**config.mk**
```make
export PLATFORM = sky130hd
export DESIGN_NAME = add_seq_ctrl
export DESIGN_NICKNAME = d
export VERILOG_FILES = /design/src/rtl/add_seq_ctrl_pkg.sv /design/src/rtl/add8_ci.sv /design/src/rtl/add_seq_ctrl.sv
export SDC_FILE = /design/constraint.sdc
export NUM_CORES = 1
export LEC_CHECK = 0
export CAP_MARGIN = 20
export CORE_MARGIN = 5
export CORE_UTILIZATION = 42
export CTS_BUF_LIST = sky130_fd_sc_hd__clkbuf_4 sky130_fd_sc_hd__clkbuf_8 sky130_fd_sc_hd__clkbuf_16
export CTS_CLUSTER_SIZE = 24
export DETAILED_ROUTE_END_ITERATION = 16
export GPL_TIMING_DRIVEN = 0
export HOLD_SLACK_MARGIN = 0.1
export PLACE_DENSITY = 0.72
export SLEW_MARGIN = 40
export SYNTH_ARGS = -nofsm -noshare
export SYNTH_HDL_FRONTEND = slang
export SYNTH_SLANG_ARGS = --single-unit
```
**constraint.sdc**
```tcl
create_clock -name clk -period 2.17 [get_ports clk]
set_clock_uncertainty 0.2 [all_clocks]
set_input_delay 0.434 -clock clk [delete_from_list [all_inputs] [get_ports clk]]
set_output_delay 0.434 -clock clk [all_outputs]
set_load 0.02 [all_outputs]
```
**src/rtl/add_seq_ctrl_pkg.sv**
```systemverilog
// Shared definitions for the byte-serial multi-precision add sequencer.
package add_seq_ctrl_pkg;

  localparam int BYTE_W = 8;

  typedef enum logic [1:0] {
    ST_IDLE  = 2'd0,
    ST_RUN   = 2'd1,
    ST_FLUSH = 2'd2
  } state_e;

endpackage

```
**src/rtl/add8_ci.sv**
```systemverilog
// Shared 8-bit adder with carry-in; the one arithmetic resource every lane runs through.
module add8_ci
  import add_seq_ctrl_pkg::*;
(
  input  logic [BYTE_W-1:0] a,
  input  logic [BYTE_W-1:0] b,
  input  logic              cin,
  output logic [BYTE_W-1:0] sum,
  output logic              cout
);

  assign {cout, sum} = {1'b0, a} + {1'b0, b} + {{BYTE_W{1'b0}}, cin};

endmodule

```
**src/rtl/add_seq_ctrl.sv**
```systemverilog
// Byte-serial wide adder: streams operand byte pairs LSB-first through add8_ci,
// carrying between lanes in a register and presenting sums on a registered stream.
module add_seq_ctrl
  import add_seq_ctrl_pkg::*;
#(
  parameter int NBYTES = 4
) (
  input  logic              clk,
  input  logic              rst_n,
  input  logic              start,
  input  logic              cin,
  input  logic              in_valid,
  output logic              in_ready,
  input  logic [BYTE_W-1:0] op_a,
  input  logic [BYTE_W-1:0] op_b,
  output logic              out_valid,
  input  logic              out_ready,
  output logic [BYTE_W-1:0] sum_byte,
  output logic              out_last,
  output logic              cout,
  output logic              busy
);

  localparam int LCW = $clog2(NBYTES) + 1;
  localparam logic [LCW-1:0] LAST_LANE = LCW'(NBYTES - 1);

  state_e            state_q, state_d;
  logic              carry_q, carry_d;
  logic [LCW-1:0]    lane_q, lane_d;
  logic [BYTE_W-1:0] sum_q, sum_d;
  logic              valid_q, valid_d;
  logic              last_q, last_d;
  logic              cout_q, cout_d;

  logic [BYTE_W-1:0] add_sum;
  logic              add_co;
  logic              in_acc, out_hs, is_last;

  add8_ci u_add8 (
    .a    (op_a),
    .b    (op_b),
    .cin  (carry_q),
    .sum  (add_sum),
    .cout (add_co)
  );

  // Free slot when the output register is empty or draining this cycle.
  assign in_ready = (state_q == ST_RUN) && (!valid_q || out_ready);
  assign in_acc   = in_valid && in_ready;
  assign out_hs   = valid_q && out_ready;
  assign is_last  = (lane_q == LAST_LANE);

  always_comb begin
    // NOTE: every signal assigned here gets a default first so no latch is inferred.
    state_d = state_q;
    carry_d = carry_q;
    lane_d  = lane_q;
    sum_d   = sum_q;
    valid_d = valid_q;
    last_d  = last_q;
    cout_d  = cout_q;

    unique case (state_q)
      ST_IDLE: begin
        if (start) begin
          carry_d = cin;
          lane_d  = '0;
          state_d = ST_RUN;
        end
      end
      ST_RUN: begin
        if (out_hs) valid_d = 1'b0;
        // An accept in the same cycle as a drain reloads the register.
        if (in_acc) begin
          sum_d   = add_sum;
          valid_d = 1'b1;
          carry_d = add_co;
          last_d  = is_last;
          cout_d  = is_last ? add_co : 1'b0;
          lane_d  = lane_q + 1'b1;
          if (is_last) state_d = ST_FLUSH;
        end
      end
      ST_FLUSH: begin
        if (out_hs) begin
          valid_d = 1'b0;
          last_d  = 1'b0;
          state_d = ST_IDLE;
        end
      end
      default: state_d = ST_IDLE;
    endcase
  end

  // NOTE: sequential state uses non-blocking assignments so all flops update together.
  always_ff @(posedge clk or negedge rst_n) begin
    if (!rst_n) begin
      state_q <= ST_IDLE;
      carry_q <= 1'b0;
      lane_q  <= '0;
      sum_q   <= '0;
      valid_q <= 1'b0;
      last_q  <= 1'b0;
      cout_q  <= 1'b0;
    end else begin
      state_q <= state_d;
      carry_q <= carry_d;
      lane_q  <= lane_d;
      sum_q   <= sum_d;
      valid_q <= valid_d;
      last_q  <= last_d;
      cout_q  <= cout_d;
    end
  end

  assign out_valid = valid_q;
  assign sum_byte  = sum_q;
  assign out_last  = last_q;
  assign cout      = cout_q;
  assign busy      = (state_q != ST_IDLE);

endmodule
```
# Word level (Yosys, flattened, before mapping)
# Index checks and enable logic that the tools add are counted.
word_totals:
  reg_bits: 17
  inputBits: 22
  out_inout_bits: 13
  elab_cells: 48
classes:
  n_addsub: 3
  n_eq_ne: 7
  mux: 18
  n_reduce_logical: 13
ops:
  columns: ["op", "n"]
  rows:
  - ["adder 8 x 8 -> 9 bit", 1]
  - ["adder 9 x 1 -> 9 bit", 1]
  - ["2-to-1 mux 2 bit", 4]
  - ["inequality test 2 bit, second input constant", 4]
  - ["2-to-1 mux 1 bit", 7]
  - ["2-to-1 mux 3 bit", 2]
  - ["one-hot mux 1 bit (2 select lines)", 3]
  - ["one-hot mux 2 bit (3 select lines)", 1]
  - ["one-hot mux 3 bit (2 select lines)", 1]
  - ["AND reduction 3 bit", 2]
  - ["nonzero test 2 bit", 3]
  - ["AND reduction 4 bit", 1]
  - ["adder 3 x 1 -> 3 bit, second input constant", 1]
  - ["equality test 3 x 2 -> 1 bit, second input constant", 1]
  - ["logical AND 1 bit", 3]
  - ["equality test 2 x 1 -> 1 bit, second input constant", 1]
  - ["equality test 2 bit, second input constant", 1]
  - ["zero test 2 bit", 1]
  - ["AND reduction 2 bit", 1]
  - ["zero test 1 bit", 1]
  - ["logical OR 1 bit", 1]

# Logic depth before layout (Yosys ltp)
# Gate-level depths: netlist (run 1).
depth:
  word_depth: 6
  ltp_mapped: 8
  depth_no_buf: 8

# Cells and area by module
# A second synthesis (run 1) with hierarchy kept.
hier_totals:
  cells_unflattened: 114
  hier_area_um2: 1222.4
by_module_without_submodules:
  columns: ["mod", "instances", "cells_each", "area_each_um2", "seq_area_each_um2"]
  rows:
  - ["add_seq_ctrl", 1, 74, 890.9, 425.4]
  - ["add8_ci", 1, 40, 331.6, 0.0]

# Worst setup path before layout (run 1)
# Ideal clock, no wire load.
synth_timing:
  path_type: "input port to flip-flop"
  startpoint: "input port op_a[0]"
  endpoint: "register carry_q"
  setup_ns: 0.130
  arrival_time_ns: 1.858
  required_ns: 1.840
  setup_slack_ns: -0.018
  stages: 8
  n_path_buf: 0
  cell_sequence: "fa_1 -> inv_1 -> fa_1 -> and2b_1 -> nor3_2 -> o21ai_2 -> a31oi_1 -> o41ai_2"
synth_between:
  elab_chain_cells: 4
synth_rtl:
  columns: ["item", "line", "rtl"]
  rows:
  - ["from (decl)", "add_seq_ctrl.sv:14", "input logic [BYTE_W-1:0] op_a,"]
  - ["adder 8 x 8 -> 9 bit", "add8_ci.sv:12", "assign {cout, sum} = {1'b0, a} + {1'b0, b} + {{BYTE_W{1'b0}}, cin};"]
  - ["adder 9 x 1 -> 9 bit", "add8_ci.sv:12", null]
  - ["2-to-1 mux 1 bit", "add_seq_ctrl.sv:74", "if (in_acc) begin"]
  - ["one-hot mux 1 bit (2 select lines)", "add_seq_ctrl.sv:63", "unique case (state_q)"]
  - ["to (signal assigned)", "add_seq_ctrl.sv:107", "carry_q <= carry_d;"]
  - ["to (decl)", "add_seq_ctrl.sv:28", "logic carry_q, carry_d;"]
# Every way passes these cells. The select of a mux whose other input is x is not followed.
# A chain may end at the register's enable or synchronous reset.

# Worst setup path after layout (run 1)
layout_timing:
  startpoint: "register carry_q"
  endpoint: "register sum_q[6], in the netlist sum_byte[6]"
layout_between:
  elab_chain_cells: 1
layout_rtl:
  columns: ["item", "line", "rtl"]
  rows:
  - ["adder 9 x 1 -> 9 bit", "add8_ci.sv:12", null]
  - ["to (signal assigned)", "add_seq_ctrl.sv:109", "sum_q <= sum_d;"]
  - ["to (decl)", "add_seq_ctrl.sv:30", "logic [BYTE_W-1:0] sum_q, sum_d;"]
# Every way passes these cells.

==> results of run 1 <==
[power breakdown]
group / switching (W) / total (W) / internal, W
Clock: 0.000102 / 0.000186 / 0.0000838
Sequential: 0.0000992 / 0.000543 / 0.000444
Combinational: 0.000584 / 0.00114 / 0.000558
Total: 0.000786 / 0.00187 / 0.00109
[layer usage]
layer / global-route usage (%) / share of wire, % / vias up
li1: - / - / 544
met1: 16.8 / 42 / 503
met2: 25.6 / 51 / 38
met3: 3.15 / 5.5 / 6
met4: 3.82 / 1.9 / 0
met5: 0 / 0 / -
[area by class of cell]
cell class                      count  area share, %
Buffer                              2          0.581
Clock buffer                        4           1.74
Inverter                           10           2.18
Multi-Input combinational cell    102           47.1
Sequential cell                    17           24.7
Tap cell                           31           2.25
Timing Repair Buffer               39           21.5
[through the flow]
step | cells | area (um^2) | power [W] | setup TNS, ns | hold WS (ns)
CTS | 202 | 1680 | 0.00184 | -0.173 | 0.303
global route | 205 | 1720 | 0.00203 | -0.318 | 0.317
finish | 205 | 1720 | 0.00187 | -0.128 | 0.297
global placement | 196 | 1610 | 0.00160 | -3.50 | 0.263
detailed placement | 196 | 1610 | 0.00164 | -4.11 | 0.279
floorplan | 131 | 1230 | 0.00125 | 0 | -0.0616
[logic make-up (layout without fill, tap and decap cells)]
group / after synthesis / count (layout)
buffers and inverters: 12 / 55
adder cells (fa/ha/maj): 16 / 16
multiplexers: 3 / 3
AND/OR/NAND/NOR: 38 / 38
AO/OA/AOI/OAI: 39 / 39
XOR/XNOR: 6 / 6
flip-flops: 17 / 17
[sequential cells by signal, indices dropped and copies added (netlist names)]
signal,flops
sum_byte,8
lane_q,3
state_q,2
carry_q,1
cout,1
out_last,1
out_valid,1
[critical path: stages (launching register included)]
cell and delay (ns):
dfrtp_1 0.41, fa_2 0.38, inv_2 0.07, fa_2 0.19, and2b_1 0.20, nor3_2 0.23, o21ai_2 0.12, buf_4 0.16
xnor2_2 0.12, o21ai_1 0.13
[synthesized netlist by cell type, drive strengths merged, types with 3 or more instances]
library cell,count,share of area (%)
a21o,3,1.8
a21oi,8,3.2
and2,3,1.7
dfrtp,17,34
ha,14,14
inv,10,3.0
mux2,3,3.3
nand2,20,6.9
nand2b,3,2.1
nor2,4,1.8
nor3,5,2.4
o211ai,3,1.8
o21ai,14,6.0
xor2,4,2.8
[worst max path at each step]
| stage | from | endpoint | slack [ns] | depth (start not counted) |
|---|---|---|---|---|
| 4_1_cts | carry_q$_DFFE_PN0P_ | sum_byte[6]$_DFFE_PN0P_ | -0.07 | 9 |
| 3_3_place_gp | op_a[0] | carry_q$_DFFE_PN0P_ | -0.67 | 9 |
| 6_report | carry_q$_DFFE_PN0P_ | sum_byte[6]$_DFFE_PN0P_ | -0.10 | 9 |
| 2_1_floorplan | op_a[0] | carry_q$_DFFE_PN0P_ | 0.02 | 8 |
| 5_1_grt | carry_q$_DFFE_PN0P_ | sum_byte[6]$_DFFE_PN0P_ | -0.18 | 9 |
| 3_5_place_dp | op_a[0] | carry_q$_DFFE_PN0P_ | -0.75 | 9 |
[repair_timing]
action,CTS,global route
gates resized for setup,13,10
hold buffers,0,1
pin swaps,5,6
endpoints found under the hold margin,0,17
setup buffers,2,2
setup endpoints to repair,8,7
==> flow_metrics.env, run 1 <==
export IMPL_status="finished, violations left"
export IMPL_violations="negative setup slack"
export IMPL_first_pass_iters=4
export IMPL_overflow=0
export IMPL_relSlewSlack_pct=75.5
export IMPL_ioPinCount=35
export IMPL_netlist_area_um2=1230
export IMPL_p_leak_nw=0.792
export IMPL_clock_path_buffers=2
export IMPL_clockRootBuffer="clkbuf_4"
export IMPL_multiInputGateArea_um2=812
export IMPL_die_h_um=64.2
export IMPL_hold_path_class="reg -> reg"
export IMPL_synth_mux_area_share_pct=3.34
export IMPL_clock_fmax_mhz=440
export IMPL_grt_pass1_vias=1100
export IMPL_yosysSeqAreaShare_pct=34.4
export IMPL_antenna_found_initial=0
export IMPL_hp_start="sum_byte[7]$_DFFE_PN0P_"
export IMPL_drc=0
export IMPL_core_um2=2780
export IMPL_ys_warn_count=0
export IMPL_finalWorstSetupSlack_ns=-0.104
export IMPL_placementRows=19
export IMPL_final_antenna_net_count=0
export IMPL_postSynthCellCount=131
export IMPL_n_antenna_cell=0
export IMPL_htreeDepth=1
export IMPL_syn_num_nets=169
export IMPL_power_density_nw_per_um2=1090
export IMPL_min_period_ns=2.27
export IMPL_synth_adder_area_share_pct=17.4
export IMPL_mostFrequentLayoutCells="28 x clkdlybuf4s50_1, 18 x nand2_1, 17 x dfrtp_1"
export IMPL_fin_crit_sh_pct=105
export IMPL_hold_path_endpoint="sum_byte[7]$_DFFE_PN0P_"
export IMPL_cp_required_ns=2.19
export IMPL_ff2ff_path_depth=9
export IMPL_die_w_um=64.2
export IMPL_port_buffers=34
export IMPL_ys_types=37
export IMPL_synth_xor_area_share_pct=4.26
export IMPL_initial_core_util_pct=44.4
export IMPL_crit_reg2reg_launch="carry_q$_DFFE_PN0P_"
export IMPL_final_hold_violation_count=0
export IMPL_drt_wirelength_per_cell_um=13.9
export IMPL_clk_latency_ns=0.29
export IMPL_critical_path_reg2reg_endpoint="sum_byte[6]$_DFFE_PN0P_"
export IMPL_drt_iter0_drc=24
export IMPL_r2r_slack_ns=-0.10
export IMPL_dr_total_vias=1091
export IMPL_synth_seq_cells=17
export IMPL_setup_viol=3
export IMPL_grt_first_pass_wirelength_um=4860
export IMPL_dp_worst_setup_slack_ns=-0.748
export IMPL_grt_max_degree=18
export IMPL_async_flop_share_pct=100
export IMPL_synth_edf_count=0
export IMPL_worstPathMaxFanout=2
export IMPL_critPathLaunchType="flip-flop"
export IMPL_die_area_um2=4120
export IMPL_synth_top_family_by_area="compound AO/OA/AOI/OAI gates"
export IMPL_fin_nets=213
export IMPL_maxCapViolCount=0
export IMPL_holdPathStages=2
export IMPL_grtUsageTotal_pct=14.2
export IMPL_critical_path_class="reg -> reg"
export IMPL_synth_compound_area_share_pct=20.3
export IMPL_seq_area_um2=425
export IMPL_synthSimpleGateAreaFrac_pct=16.4
export IMPL_cts_sinks=17
export IMPL_vias_per_cell=5.32
export IMPL_avgSynthCellArea_um2=9.43
export IMPL_gp_congestion=0.809
export IMPL_cts_tree="yes"
export IMPL_final_util_pct=62.0
export IMPL_dp_final_hpwl_um=2210
export IMPL_rsz0062_at_grt="true"
export IMPL_ir_worst_vdd_mv=0.861
export IMPL_critPathCaptureType="flip-flop"
export IMPL_synthFlopType="dfrtp_1"
export IMPL_fill_cells=248
export IMPL_final_common_cell="clkdlybuf4s50_1"
export IMPL_arrival_ns=2.29
export IMPL_worstMarginPinSlew_ns=0.367
export IMPL_area_growth_pct=39.6
export IMPL_drive_above_1_share_pct=19.5
export IMPL_cts_made_buffers=3
export IMPL_path_clk_slew_ns=0.11
export IMPL_slew_viol_final=0
export IMPL_wl_um=2840
Note: power is estimated with default switching activity, not from simulation.
==> inputs of run 2 (changes only) <==
- MAX_ROUTING_LAYER: default -> met4
- SETUP_SLACK_MARGIN: default -> 0.02
==> run 2 against run 1 <==
Compared with the run above: the flow now finishes without violations; critical path depth unchanged; sequential power is essentially flat; sequential cell count unchanged; final cell count is 0.49% lower; first-iteration DRC count increased by 130%; worst hold slack got worse by 0.0036 ns; die area unchanged; utilization down 0.40 points; combinational power is essentially flat; largest cell class unchanged.
==> flow_metrics.env, run 2 (synthesis gave the netlist of run 1 again) <==
export IMPL_dp_worst_setup_slack_ns=-0.651
export IMPL_die_h_um=64.2
export IMPL_area_growth_pct=38.7
export IMPL_critical_path_class="reg -> reg"
export IMPL_port_buffers=34
export IMPL_fin_area_um2=1710
export IMPL_power_density_nw_per_um2=1090
export IMPL_drive_above_1_share_pct=18.5
export IMPL_clock_path_buffers=2
export IMPL_fin_crit_sh_pct=97.9
export IMPL_htreeDepth=1
export IMPL_crit_top_cell="fa_2"
export IMPL_clock_fmax_mhz=471
export IMPL_dp_cells=196
export IMPL_relSlewSlack_pct=74.8
export IMPL_critPathTopFamily="adder cells"
export IMPL_ioPinCount=35
export IMPL_rsz0062_at_grt="true"
export IMPL_grt_max_degree=18
export IMPL_slowest_stage="dfrtp_1"
export IMPL_grt_pass1_vias=1130
export IMPL_hold_path_class="reg -> reg"
export IMPL_fill_cells=251
export IMPL_status="completed"
export IMPL_die_w_um=64.2
export IMPL_final_util_pct=61.6
export IMPL_clk_latency_ns=0.29
export IMPL_hold_slack_ns=0.293
export IMPL_hp_start="sum_byte[5]$_DFFE_PN0P_"
export IMPL_final_common_cell="clkdlybuf4s50_1"
export IMPL_largest_reg_flops=8
export IMPL_slew_viol_final=0
export IMPL_clockRootBuffer="clkbuf_4"
export IMPL_final_antenna_net_count=0
export IMPL_cts_tree="yes"
export IMPL_dr_total_vias=1089
export IMPL_clockPowerShare_pct=10.0
export IMPL_finalWorstSetupSlack_ns=0.0463
export IMPL_cts_made_buffers=3
export IMPL_arrival_ns=2.15
export IMPL_maxCapViolCount=0
export IMPL_dp_final_hpwl_um=2220
export IMPL_worstMarginPinSlew_ns=0.379
export IMPL_min_period_ns=2.12
export IMPL_cts_sinks=17
export IMPL_p_seq_share_pct=29.1
export IMPL_holdPathStages=2
export IMPL_placementRows=19
export IMPL_drt_iter0_drc=56
export IMPL_p_int_w=0.00108
export IMPL_path_clk_slew_ns=0.10
export IMPL_p_leak_nw=0.785
export IMPL_fin_nets=212
export IMPL_grt_first_pass_wirelength_um=4710
export IMPL_comb_power_share_pct=60.9
export IMPL_place_area_um2=1620
export IMPL_grtUsageTotal_pct=14.4
export IMPL_cp_required_ns=2.20
export IMPL_gp_congestion=0.838
export IMPL_ff2ff_path_depth=9
export IMPL_p_sw_w=0.000781
export IMPL_final_hold_violation_count=0
export IMPL_critical_path_reg2reg_endpoint="sum_byte[6]$_DFFE_PN0P_"
export IMPL_drt_wirelength_per_cell_um=13.2
export IMPL_core_um2=2780
export IMPL_n_antenna_cell=0
export IMPL_path_buf_inv=2
export IMPL_swShare_pct=41.9
export IMPL_first_pass_iters=4
export IMPL_setup_viol=0
export IMPL_crit_reg2reg_launch="carry_q$_DFFE_PN0P_"
export IMPL_overflow=0
export IMPL_cpPeakStageDelay_ns=0.40
export IMPL_final_cells=204
export IMPL_die_area_um2=4120
export IMPL_drc=0
export IMPL_r2r_slack_ns=0.05
export IMPL_initial_core_util_pct=44.4
export IMPL_vias_per_cell=5.34
export IMPL_critPathLaunchType="flip-flop"
export IMPL_ir_worst_vdd_mv=0.711
export IMPL_hold_path_endpoint="sum_byte[5]$_DFFE_PN0P_"
export IMPL_worstPathMaxFanout=2
export IMPL_critPathCaptureType="flip-flop"
export IMPL_wl_um=2700
export IMPL_antenna_found_initial=0
export IMPL_mostFrequentLayoutCells="28 x clkdlybuf4s50_1, 18 x nand2_1, 17 x dfrtp_1"
export IMPL_crit_chain="fa_2 > inv_2 > fa_2 > and2b_1 > nor3_2 > o21ai_2 > buf_4 > xnor2_2 > o21ai_1"
[run 2: power groups by stage]
stage	registers, W	logic [W]	clock network [W]
detailed placement	0.000545	0.00110	0
global placement	0.000538	0.00107	0
CTS	0.000543	0.00112	0.000192
global route	0.000564	0.00125	0.000211
floorplan	0.000628	0.000626	0
finish	0.000542	0.00113	0.000187
[run 2: stage by stage]
stage               TNS [ns]  total power [W]
floorplan                  0          0.00125
global placement       -3.02          0.00161
detailed placement     -3.37          0.00165
CTS                   -0.187          0.00185
global route          -0.224          0.00203
finish                     0          0.00186
[run 2: worst max-delay path by stage]
| stage | from | end | slack, ns | depth (start not counted) |
|---|---|---|---|---|
| 6_report | carry_q$_DFFE_PN0P_ | sum_byte[6]$_DFFE_PN0P_ | 0.05 | 9 |
| 3_5_place_dp | op_a[0] | carry_q$_DFFE_PN0P_ | -0.65 | 9 |
| 3_3_place_gp | op_a[0] | carry_q$_DFFE_PN0P_ | -0.61 | 9 |
| 4_1_cts | carry_q$_DFFE_PN0P_ | sum_byte[6]$_DFFE_PN0P_ | -0.08 | 9 |
| 2_1_floorplan | op_a[0] | carry_q$_DFFE_PN0P_ | 0.07 | 8 |
| 5_1_grt | carry_q$_DFFE_PN0P_ | sum_byte[6]$_DFFE_PN0P_ | -0.12 | 9 |
[run 2: routing by layer]
layer  vias to the layer above  track usage, %  wire (um)
met2                        28            26.1       1380
met3                         5            2.80        125
met1                       512            15.5       1160
li1                        544               -          -
met5                         -               -          0
met4                         0            5.09         34
[run 2: worst min-delay path: cells and delay by family (launching register included)]
kind	cells	cell delay, ns
AOI/OAI and AO/OA	1	0.06
and+or+nand+nor	1	0.05
DFF	1	0.36
[run 2: repair_timing]
item / in CTS / in global routing
setup endpoints to repair: 8 / 7
hold buffers: 0 / 1
hold endpoints to repair: 0 / 17
resized for setup: 13 / 7
pin swaps: 6 / 3
setup buffers: 3 / 0
[run 2: cell type report]
cell class                      instances  area [um^2]  share of cell area [%]
Multi-Input combinational cell        102          807                    47.1
Buffer                                  2         10.0                   0.584
Sequential cell                        17          425                    24.8
Timing Repair Buffer                   38          364                    21.3
Clock buffer                            4         30.0                    1.75
Tap cell                               31         38.8                    2.26
Inverter                               10         37.5                    2.19
==> inputs of run 3 (changes only) <==
- CORE_MARGIN: 5 -> 2
==> run 3 against run 2 <==
Compared with the run above: the flow now finishes with violations (negative setup slack); register-to-register slack got worse by 0.09 ns; combinational power about the same; clock power is essentially flat; via count is 1.0% lower; first-iteration DRC count is 70% lower; die area decreased by 18%; sequential cell count stayed put; sequential share of layout area grew 0.18 points; routed wire length grew 2.5%; sequential power about the same; critical path depth is the same; critical path type unchanged; critical endpoint unchanged; highest routed layer unchanged.
==> flow_metrics.env, run 3 (synthesis gave the netlist of run 1 again) <==
export IMPL_wl_um=2770
export IMPL_seq_area_um2=425
export IMPL_die_h_um=58.2
export IMPL_cts_made_buffers=3
export IMPL_crit_chain="fa_2 > inv_2 > fa_2 > and2b_1 > nor3_2 > o21ai_2 > buf_4 > xnor2_2 > o21ai_1"
export IMPL_power_density_nw_per_um2=1080
export IMPL_arrival_ns=2.23
export IMPL_dp_final_hpwl_um=2110
export IMPL_dp_worst_setup_slack_ns=-0.657
export IMPL_ir_worst_vdd_mv=0.670
export IMPL_fin_crit_sh_pct=102
export IMPL_path_clk_slew_ns=0.10
export IMPL_clk_latency_ns=0.30
export IMPL_n_antenna_cell=0
export IMPL_placementRows=19
export IMPL_largest_reg_flops=8
export IMPL_area_growth_pct=37.7
export IMPL_drt_iter0_drc=17
export IMPL_cts_sinks=17
export IMPL_cpPeakStageDelay_ns=0.42
export IMPL_worstPathMaxFanout=2
export IMPL_finalWorstSetupSlack_ns=-0.0394
export IMPL_relSlewSlack_pct=75.0
export IMPL_grt_first_pass_wirelength_um=4440
export IMPL_p_total_w=0.00184
export IMPL_die_area_um2=3390
export IMPL_critPathCaptureType="flip-flop"
export IMPL_antenna_found_initial=0
export IMPL_gp_congestion=0.789
export IMPL_grt_pass1_vias=1126
export IMPL_critPathTopFamily="adder cells"
export IMPL_slew_viol_final=0
export IMPL_ioPinCount=35
export IMPL_multiInputGateArea_um2=803
export IMPL_critPathLaunchType="flip-flop"
export IMPL_p_leak_nw=0.777
export IMPL_port_buffers=34
export IMPL_fin_nets=212
export IMPL_cts_tree="yes"
export IMPL_crit_top_cell="fa_2"
export IMPL_die_w_um=58.2
export IMPL_drc=0
export IMPL_dr_total_vias=1078
export IMPL_rsz0062_at_grt="true"
export IMPL_grtUsageTotal_pct=17.3
export IMPL_status="finished, violations left"
export IMPL_fill_cells=246
export IMPL_final_cells=204
export IMPL_vias_per_cell=5.28
export IMPL_critical_path_class="reg -> reg"
export IMPL_min_period_ns=2.21
export IMPL_cp_required_ns=2.19
export IMPL_maxCapViolCount=0
export IMPL_hold_path_class="reg -> reg"
export IMPL_core_um2=2780
export IMPL_violations="negative setup slack"
export IMPL_mostFrequentLayoutCells="28 x clkdlybuf4s50_1, 18 x nand2_1, 17 x dfrtp_1"
export IMPL_drive_above_1_share_pct=19.7
export IMPL_final_antenna_net_count=0
export IMPL_first_pass_iters=4
export IMPL_overflow=0
export IMPL_final_util_pct=61.1
export IMPL_htreeDepth=1
export IMPL_slowest_stage="dfrtp_1"
export IMPL_final_common_cell="clkdlybuf4s50_1"
export IMPL_worstMarginPinSlew_ns=0.376
export IMPL_dp_cells=196
export IMPL_path_buf_inv=2
export IMPL_clock_path_buffers=2
export IMPL_initial_core_util_pct=44.4
export IMPL_clockRootBuffer="clkbuf_4"
export IMPL_final_hold_violation_count=0
export IMPL_grt_max_degree=18
export IMPL_finalSetupTns_ns=-0.0394
export IMPL_clock_fmax_mhz=453
export IMPL_setup_viol=1
export IMPL_drt_wirelength_per_cell_um=13.6
==> run 3: cell count changes in the layout (fill, tap and decap cells not counted), sizes merged <==
| cell | previous run | this run |
|---|---|---|
| clkbuf | 4 | 5 |
| clkdlybuf4s15 | 2 | 1 |
| dlygate4sd2 | 1 | 2 |
| dlymetal6s2s | 1 | 0 |
==> run 3: power by group <==
group          switching, W  total (W)  internal (W)  leakage [nW]
logic              0.000579    0.00111      0.000529         0.540
registers         0.0000963   0.000540      0.000444         0.219
clock network      0.000106   0.000190     0.0000842        0.0184
total              0.000781    0.00184       0.00106         0.777
==> run 3: worst min-delay path: cells and delay by family, from the launching register on <==
family / cells / cell delay [ns]
compound gates: 1 / 0.06
simple gates: 1 / 0.05
flops: 1 / 0.36
==> run 3: per-stage QoR <==
step | area [um^2] | hold WS [ns]
3_3_place_gp | 1620 | 0.264
2_1_floorplan | 1240 | -0.0616
6_report | 1700 | 0.295
4_1_cts | 1690 | 0.299
3_5_place_dp | 1620 | 0.276
5_1_grt | 1700 | 0.329
==> run 3: timing repair <==
item | 4_1_cts | 5_1_grt
hold buffers | 0 | 1
hold endpoints to repair | 0 | 17
pin swaps | 7 | 7
resized for setup | 16 | 5
buffers inserted | 3 | 0
setup endpoints to repair | 8 | 7
==> run 3: final cells by class <==
type                       instances  area share (%)
buffer                             2           0.589
multi-input combinational        102            47.2
inverter                          10            2.21
sequential                        17            25.0
tap                               31            2.28
timing repair buffer              38            20.9
clock buffer                       4            1.77
==> run 3: final timing paths <==
| kind | depth (start not counted) | start | slack [ns] | end |
|---|---|---|---|---|
| worst max-delay path | 9 | carry_q$_DFFE_PN0P_ | -0.04 | sum_byte[6]$_DFFE_PN0P_ |
| max in group asynchronous | 2 | rst_n | 1.12 | lane_q[2]$_DFFE_PN0P_ |
| worst min register to register | 2 | sum_byte[7]$_DFFE_PN0P_ | 0.30 | sum_byte[7]$_DFFE_PN0P_ |
| min in group asynchronous | 2 | rst_n | 0.37 | lane_q[0]$_DFFE_PN0P_ |
| worst max register to register | 9 | carry_q$_DFFE_PN0P_ | -0.04 | sum_byte[6]$_DFFE_PN0P_ |
| worst min-delay path | 2 | sum_byte[7]$_DFFE_PN0P_ | 0.30 | sum_byte[7]$_DFFE_PN0P_ |
==> run 3: per-layer routing <==
metal / vias up / global-route usage (%) / wire, um
li1: 541 / - / -
met1: 507 / 17.5 / 1130
met2: 25 / 33.6 / 1490
met3: 5 / 2.68 / 119
met4: 0 / 5.65 / 35
met5: - / - / 0
==> RTL change 1: new RTL, config.mk and constraints of run 3 <==
Reset style: synchronous (`rst_n`), changed in one clocked block.
--- a/src/rtl/add_seq_ctrl.sv
+++ b/src/rtl/add_seq_ctrl.sv
@@ -95,3 +95,3 @@
   // NOTE: sequential state uses non-blocking assignments so all flops update together.
-  always_ff @(posedge clk or negedge rst_n) begin
+  always_ff @(posedge clk) begin
     if (!rst_n) begin
Check against the original RTL: differs if rst_n is asserted again (counterexample within 4 cycles, from zero or initial values and one cycle with rst_n low); with rst_n held inactive, the same outputs for 10 cycles.
==> RTL change 1 against run 3 <==
Cell area is 5.7% lower. Critical path type is now input port to register. Total power is 32% lower. Sequential cell count stayed put. Area after synthesis is 7.8% lower. Routed wire length is 1.4% lower. Maximum frequency is 5.3% higher. Count of clock-buffer cells in the layout is 1 lower. Highest routed layer unchanged. Setup slack better by 0.11 ns. Sequential power is 24% lower. Synthesized cell count is 1.5% higher.
==> RTL change 1: results (changes against run 3) <==
The path class of the lowest-slack min-delay path is register to register. The commonest cells after synthesis are 17 x sky130_fd_sc_hd__dfxtp_1, 14 x sky130_fd_sc_hd__ha_1, 12 x sky130_fd_sc_hd__nand2_1, 12 x sky130_fd_sc_hd__nor2_1. The mean cell area of the mapped netlist is 8.561 µm² (-9.2%). The data arrival time at the worst-slack endpoint is 2.07 ns (-0.16 ns). The global-route wire length before repair is 4650 µm (+4.7%).

The total clock buffers created by CTS came out at 3 (unchanged). The count of filler cells inserted in the layout came out at 238 (-3.3%). The number of synthesis warnings is 0 (unchanged). The fraction of layout cells with a size suffix above 1 is 15.52% (-4.1 points). The net count after synthesis is 171 (+1.2%). The worst slew slack as a fraction of its limit is 62.83% (-12 points). The flow ran to the end, and the final reports show no timing, DRC or antenna violations. The leakage power summed over all cells is 0.6546 nW (-16%). The distinct cell type count of the synthesized netlist came out at 33 (-11%). The clock latency at the later pin of the worst-skew pair is 0.30 ns (about the same).

The critical path starts at op_b[0]. The total via count in the routed design came to 1,105 (+2.5%). Clock tree synthesis selected as its root buffer the cell sky130_fd_sc_hd__clkbuf_4. The buffer levels on the longest clock path came out at 2 (unchanged). The maximum level of the CTS H-tree came out at 1 (unchanged). The maximum number of pins on one net before global-route repair is 11 (-7). The worst ir drop on vdd is 0.0005527 V (-18%). The async set or reset register ratio after synthesis was 0% (-100 points). In this run the most critical hold path is launched from sum_byte[5]$_SDFFE_PN0P_.

The peak fanout along the critical path is 2 (unchanged). The number of nets in the layout is 213 (+0.47%). The number of antenna violations at the first check in global routing came out at 0 (unchanged).

The total routing usage reported by global routing was 18.85% (+1.5 points). The final weighted congestion in routability-driven placement is 0.8431 (+6.8%). In the synthesized netlist the dominant register cell turns out to be sky130_fd_sc_hd__dfxtp_1. The register area share after synthesis is 29.89% (-4.6 points). The HPWL after detailed placement came to 2069 µm (-1.9%).

After synthesis, the cell types taking the most area are sky130_fd_sc_hd__dfxtp_1 30%, sky130_fd_sc_hd__ha_1 15%, sky130_fd_sc_hd__a21oi_1 4.4%, sky130_fd_sc_hd__nand3_1 4.4%, sky130_fd_sc_hd__nand2_1 4.0%. The instance count after placement with tap cells included is 197 (+0.51%). The power per unit of standard cell area is 781.2 mW/mm² (-28%). The detailed-route wire length is 2727 µm (-1.4%). The total inserted antenna cells is 0 (unchanged). The first-pass iteration count of the detailed router came out at 4 (unchanged).

The total of buffers placed on input and output ports is 34 (unchanged). The average vias per placed instance is 5.417 (+2.5%). The worst slack after detailed placement was -0.5697 ns (+0.08765 ns). The number of flip-flops in the largest register came out at 8 (unchanged). The clock-pin transition on the worst setup and hold timing paths is between 0.1 and 0.15 ns. The worst flop-to-flop path startpoint is carry_q$_SDFFE_PN0P_.

The synthesized netlist cell count came out at 133 (+1.5%). The iteration-0 DRC count of the detailed router came to 37 (+20).
-- RTL change 1: changes by cell type in the layout (fill, tap and decap cells not counted), sizes merged, moves of 8 or more --
cell	change
dfrtp	-17
nand2	-8
o21ai	-10
nor2	+8
nand3	+9
dfxtp	+17
-- RTL change 1: metal layers --
| layer | part of all wire (%) | GRT usage [%] |
|---|---|---|
| met1 | 45 | 23.20 |
| met2 | 49 | 31.09 |
| met3 | 4.6 | 3.256 |
| met4 | 1.5 | 6.463 |
| met5 | 0 | - |
-- RTL change 1: critical path, cell delays in order --
cell and delay, ns:
sky130_fd_sc_hd__clkdlybuf4s15_2 0.19, sky130_fd_sc_hd__fa_2 0.36, sky130_fd_sc_hd__inv_2 0.07, sky130_fd_sc_hd__fa_2 0.20, sky130_fd_sc_hd__nand2b_4 0.13, sky130_fd_sc_hd__a21oi_2 0.05, sky130_fd_sc_hd__a211o_1 0.27, sky130_fd_sc_hd__a31oi_2 0.22
sky130_fd_sc_hd__o221ai_1 0.13
-- RTL change 1: final timing paths --
check | endpoint | slack [ns] | cells past startpoint
max reg2reg | carry_q$_SDFFE_PN0P_ | 0.07 | 8
min | sum_byte[5]$_SDFFE_PN0P_ | 0.26 | 2
min reg2reg | sum_byte[5]$_SDFFE_PN0P_ | 0.26 | 2
max | carry_q$_SDFFE_PN0P_ | 0.07 | 9
-- RTL change 1: where the power goes --
group / internal, mW / total (mW) / switching (mW)
sequential: 0.369 / 0.408 / 0.0388
clock: 0.0686 / 0.181 / 0.112
combinational: 0.299 / 0.665 / 0.366
total: 0.737 / 1.25 / 0.516
-- RTL change 1: logic make-up (layout without fill, tap and decap cells) --
kind of cell	after synthesis	after routing	synth area share [%]
buf+inv	14	55	5.055
flops	17	17	29.89
mux	3	3	2.637
fa+ha+maj	16	16	18.90
simple gates	47	47	21.32
compound gates	32	32	19.12
xor+xnor	4	4	3.077
-- RTL change 1: final cells by class --
class	count	area (µm²)	area share (%)
well taps	30	37.54	2.340
repair buffers	37	355.3	22.15
inverters	10	37.54	2.340
flip-flops and latches	17	342.8	21.37
clock buffers	3	22.52	1.404
plain buffers	4	20.02	1.248
clock inverters	1	5.005	0.3120
multi-input cells	102	783.3	48.83
-- RTL change 1: metrics by stage --
step                utilization [%]  area, µm²
detailed placement            60.62       1529
floorplan                         -       1151
finish                        63.59       1604
CTS                           63.54       1603
global placement              60.62       1529
global route                  63.59       1604
-- RTL change 1: what timing repair did --
| item | in CTS | in global routing |
|---|---|---|
| gates resized for setup | 13 | 9 |
| pin swaps | 5 | 5 |
| setup endpoints to repair | 6 | 8 |
| buffers inserted | 3 | 0 |
==> RTL change 2: new RTL, config.mk and constraints of run 3 <==
Without the edit above. The parameter `NBYTES` goes from 4 to 2.
--- a/src/rtl/add_seq_ctrl.sv
+++ b/src/rtl/add_seq_ctrl.sv
@@ -5,3 +5,3 @@
 #(
-  parameter int NBYTES = 4
+  parameter int NBYTES = 2
 ) (
Behaviour: not the same (Yosys sat finds a counterexample within 4 cycles, from zero or initial values and one cycle with rst_n low).
==> RTL change 2 against run 3 <==
The run still ends with negative setup slack left. Routed wire length is 13% lower. Area after synthesis fell by 8.2%. Non-clock buffer count rose by 1. Final cell count shrank 4.9%. Total power grew 2.6%. Hold slack got worse by 0.0095 ns. Cell area fell by 5.6%. Setup slack better by 0.025 ns. Sequential cell count decreased by 1. Largest cell class unchanged.
==> RTL change 2: results (changes against run 3) <==
The total clock buffers created by CTS came out at 3 (unchanged). The iteration-0 DRC count of the detailed router came out at 4 (-13). The global-route wire length before repair is 4209 µm (-5.3%). The fraction of layout cells with a size suffix above 1 is 18.29% (-1.4 points). The average wire length per cell after detail routing is 12.45 µm (-8.2%). The proportion of synthesized area in mux cells came out at 2.980% (-0.36 points). The buffer levels on the longest clock path is 2 (unchanged).

The number of cells on the worst reg-to-reg path is 9 (unchanged). The count of filler cells inserted in the layout came out at 232 (-5.7%). The leakage power summed over all cells is 0.7449 nW (-4.2%). Yosys instantiated no cell more often than sky130_fd_sc_hd__nand2_1.

The run finished, with violations left. The register area share after synthesis came out at 35.32% (+0.87 points). The final reports fail on negative setup slack. The cell depth of the worst min-delay path is 2 (unchanged).

The worst setup margin came out at -0.01470 ns (+0.02472 ns). The final-layout setup total negative slack came out at -0.02526 ns (+0.01416 ns). The net count after synthesis is 159 (-5.9%). The most used flip-flop cell after synthesis is sky130_fd_sc_hd__dfrtp_1.

The total routing usage reported by global routing is 17.35% (about the same). The compound-gate portion of the synthesized area came out at 22.52% (+2.3 points). The clock latency at the later pin of the worst-skew pair is 0.30 ns (about the same). The async set or reset register ratio after synthesis came out at 100.0% (unchanged).

The worst slack after detailed placement is -0.6712 ns (-0.01384 ns). The total inserted antenna cells came to 0 (unchanged). The number of nets in the layout is 202 (-4.7%). The number of antenna violations at the first check in global routing is 0 (unchanged). The clock-pin transition on the worst setup and hold timing paths is 0.10 ns (about the same). The adder-cell share of the synthesized area was 17.88% (+0.45 points).

The library cell used as clock root buffer is sky130_fd_sc_hd__clkbuf_4. The peak fanout along the critical path came to 3 (+1). The maximum number of pins on one net before global-route repair came to 17 (-1).

The data arrival time at the worst-slack endpoint is 2.21 ns (-0.02 ns). The xor and xnor area share after synthesis is 4.636% (+0.38 points). In the post-synthesis netlist, the biggest area contributors are sky130_fd_sc_hd__dfrtp_1 35%, sky130_fd_sc_hd__ha_1 14%, sky130_fd_sc_hd__nand2_1 7.0%, sky130_fd_sc_hd__o21ai_0 4.4%, sky130_fd_sc_hd__inv_1 4.0%.

In the synthesized netlist, the cells that appear most often are 21 x sky130_fd_sc_hd__nand2_1, 16 x sky130_fd_sc_hd__dfrtp_1, 13 x sky130_fd_sc_hd__ha_1. The number of synthesis warnings came to 0 (unchanged). The worst ir drop on vdd is 0.0006392 V (-4.6%). The path class of the tightest hold or removal check is register to register. The total via count in the routed design came out at 995 (-7.7%). The total of buffers placed on input and output ports came out at 34 (unchanged). The maximum level of the CTS H-tree came out at 1 (unchanged). The total setup violations reported at the end of the flow came out at 2 (+1). The distinct cell type count of the synthesized netlist came out at 30 (-19%). The final weighted congestion in routability-driven placement is 0.7254 (-8.1%).

The HPWL after detailed placement is 1952 µm (-7.5%). The worst slew slack as a fraction of its limit is 75.77% (+0.80 points). The first-pass iteration count of the detailed router was 4 (unchanged). The number of flip-flops in the largest register was 8 (unchanged).
==> RTL change 2: stage by stage <==
stage	std cells	area (µm²)	total power, mW
floorplan	122	1134	1.227
global placement	186	1511	1.595
detailed placement	186	1511	1.636
CTS	193	1594	1.878
global route	194	1605	2.051
finish	194	1605	1.887
==> RTL change 2: path summary, 6_finish.rpt <==
check / slack, ns / end / startpoint
max in group asynchronous: 1.12 / state_q[1]$_DFFE_PN0P_ / rst_n
max: -0.01 / sum_byte[6]$_DFFE_PN0P_ / carry_q$_DFFE_PN0P_
min in group asynchronous: 0.38 / out_valid$_DFFE_PN0P_ / rst_n
min reg2reg: 0.29 / sum_byte[6]$_DFFE_PN0P_ / sum_byte[6]$_DFFE_PN0P_
max reg2reg: -0.01 / sum_byte[6]$_DFFE_PN0P_ / carry_q$_DFFE_PN0P_
min: 0.29 / sum_byte[6]$_DFFE_PN0P_ / sum_byte[6]$_DFFE_PN0P_
==> RTL change 2: power by group <==
group	leakage (nW)	switching, mW	internal (mW)
clock	0.0210	0.0999	0.102
combinational	0.523	0.587	0.571
sequential	0.201	0.0922	0.435
==> RTL change 2: area by class of cell <==
cell class | instances | share of cell area, %
buffer | 3 | 1.637
clock buffer | 4 | 2.260
inverter | 13 | 3.040
multi-input combinational | 90 | 43.34
sequential | 16 | 24.94
tap | 30 | 2.338
timing repair buffer | 38 | 22.45
==> RTL change 2: cells by family (layout without fill, tap and decap cells) <==
family	count (synthesis)	in the layout
AND/OR/NAND/NOR	28	28
buffers and inverters	16	58
multiplexers	3	3
flip-flops	16	16
XOR/XNOR	6	6
adder cells (fa/ha/maj)	15	15
AO/OA/AOI/OAI	38	38
==> RTL change 2: layer usage <==
metal	vias to the layer above	track usage [%]	share of wire, %
met1	450	17.89	41
met3	5	3.023	5.2
met4	0	6.122	1.6
met5	-	-	0
li1	508	-	-
met2	32	32.82	52
==> RTL change 2: what timing repair did <==
item                                   4_1_cts  5_1_grt
gates cloned                                 0        0
setup endpoints to repair                    8        6
endpoints found under the hold margin        0       16
setup buffers                                3        0
gates resized for setup                     17        4
pin swaps                                    6        4
hold buffers                                 0        1
==> RTL change 2: worst max-delay path, cell delays in order, from the launching register on <==
cell	delay [ns]
sky130_fd_sc_hd__dfrtp_1	0.41
sky130_fd_sc_hd__fa_2	0.38
sky130_fd_sc_hd__inv_2	0.08
sky130_fd_sc_hd__fa_2	0.20
sky130_fd_sc_hd__and2b_1	0.19
sky130_fd_sc_hd__nor3_2	0.17
sky130_fd_sc_hd__o21ai_2	0.09
sky130_fd_sc_hd__buf_4	0.16
sky130_fd_sc_hd__xnor2_2	0.12
sky130_fd_sc_hd__o21ai_1	0.12
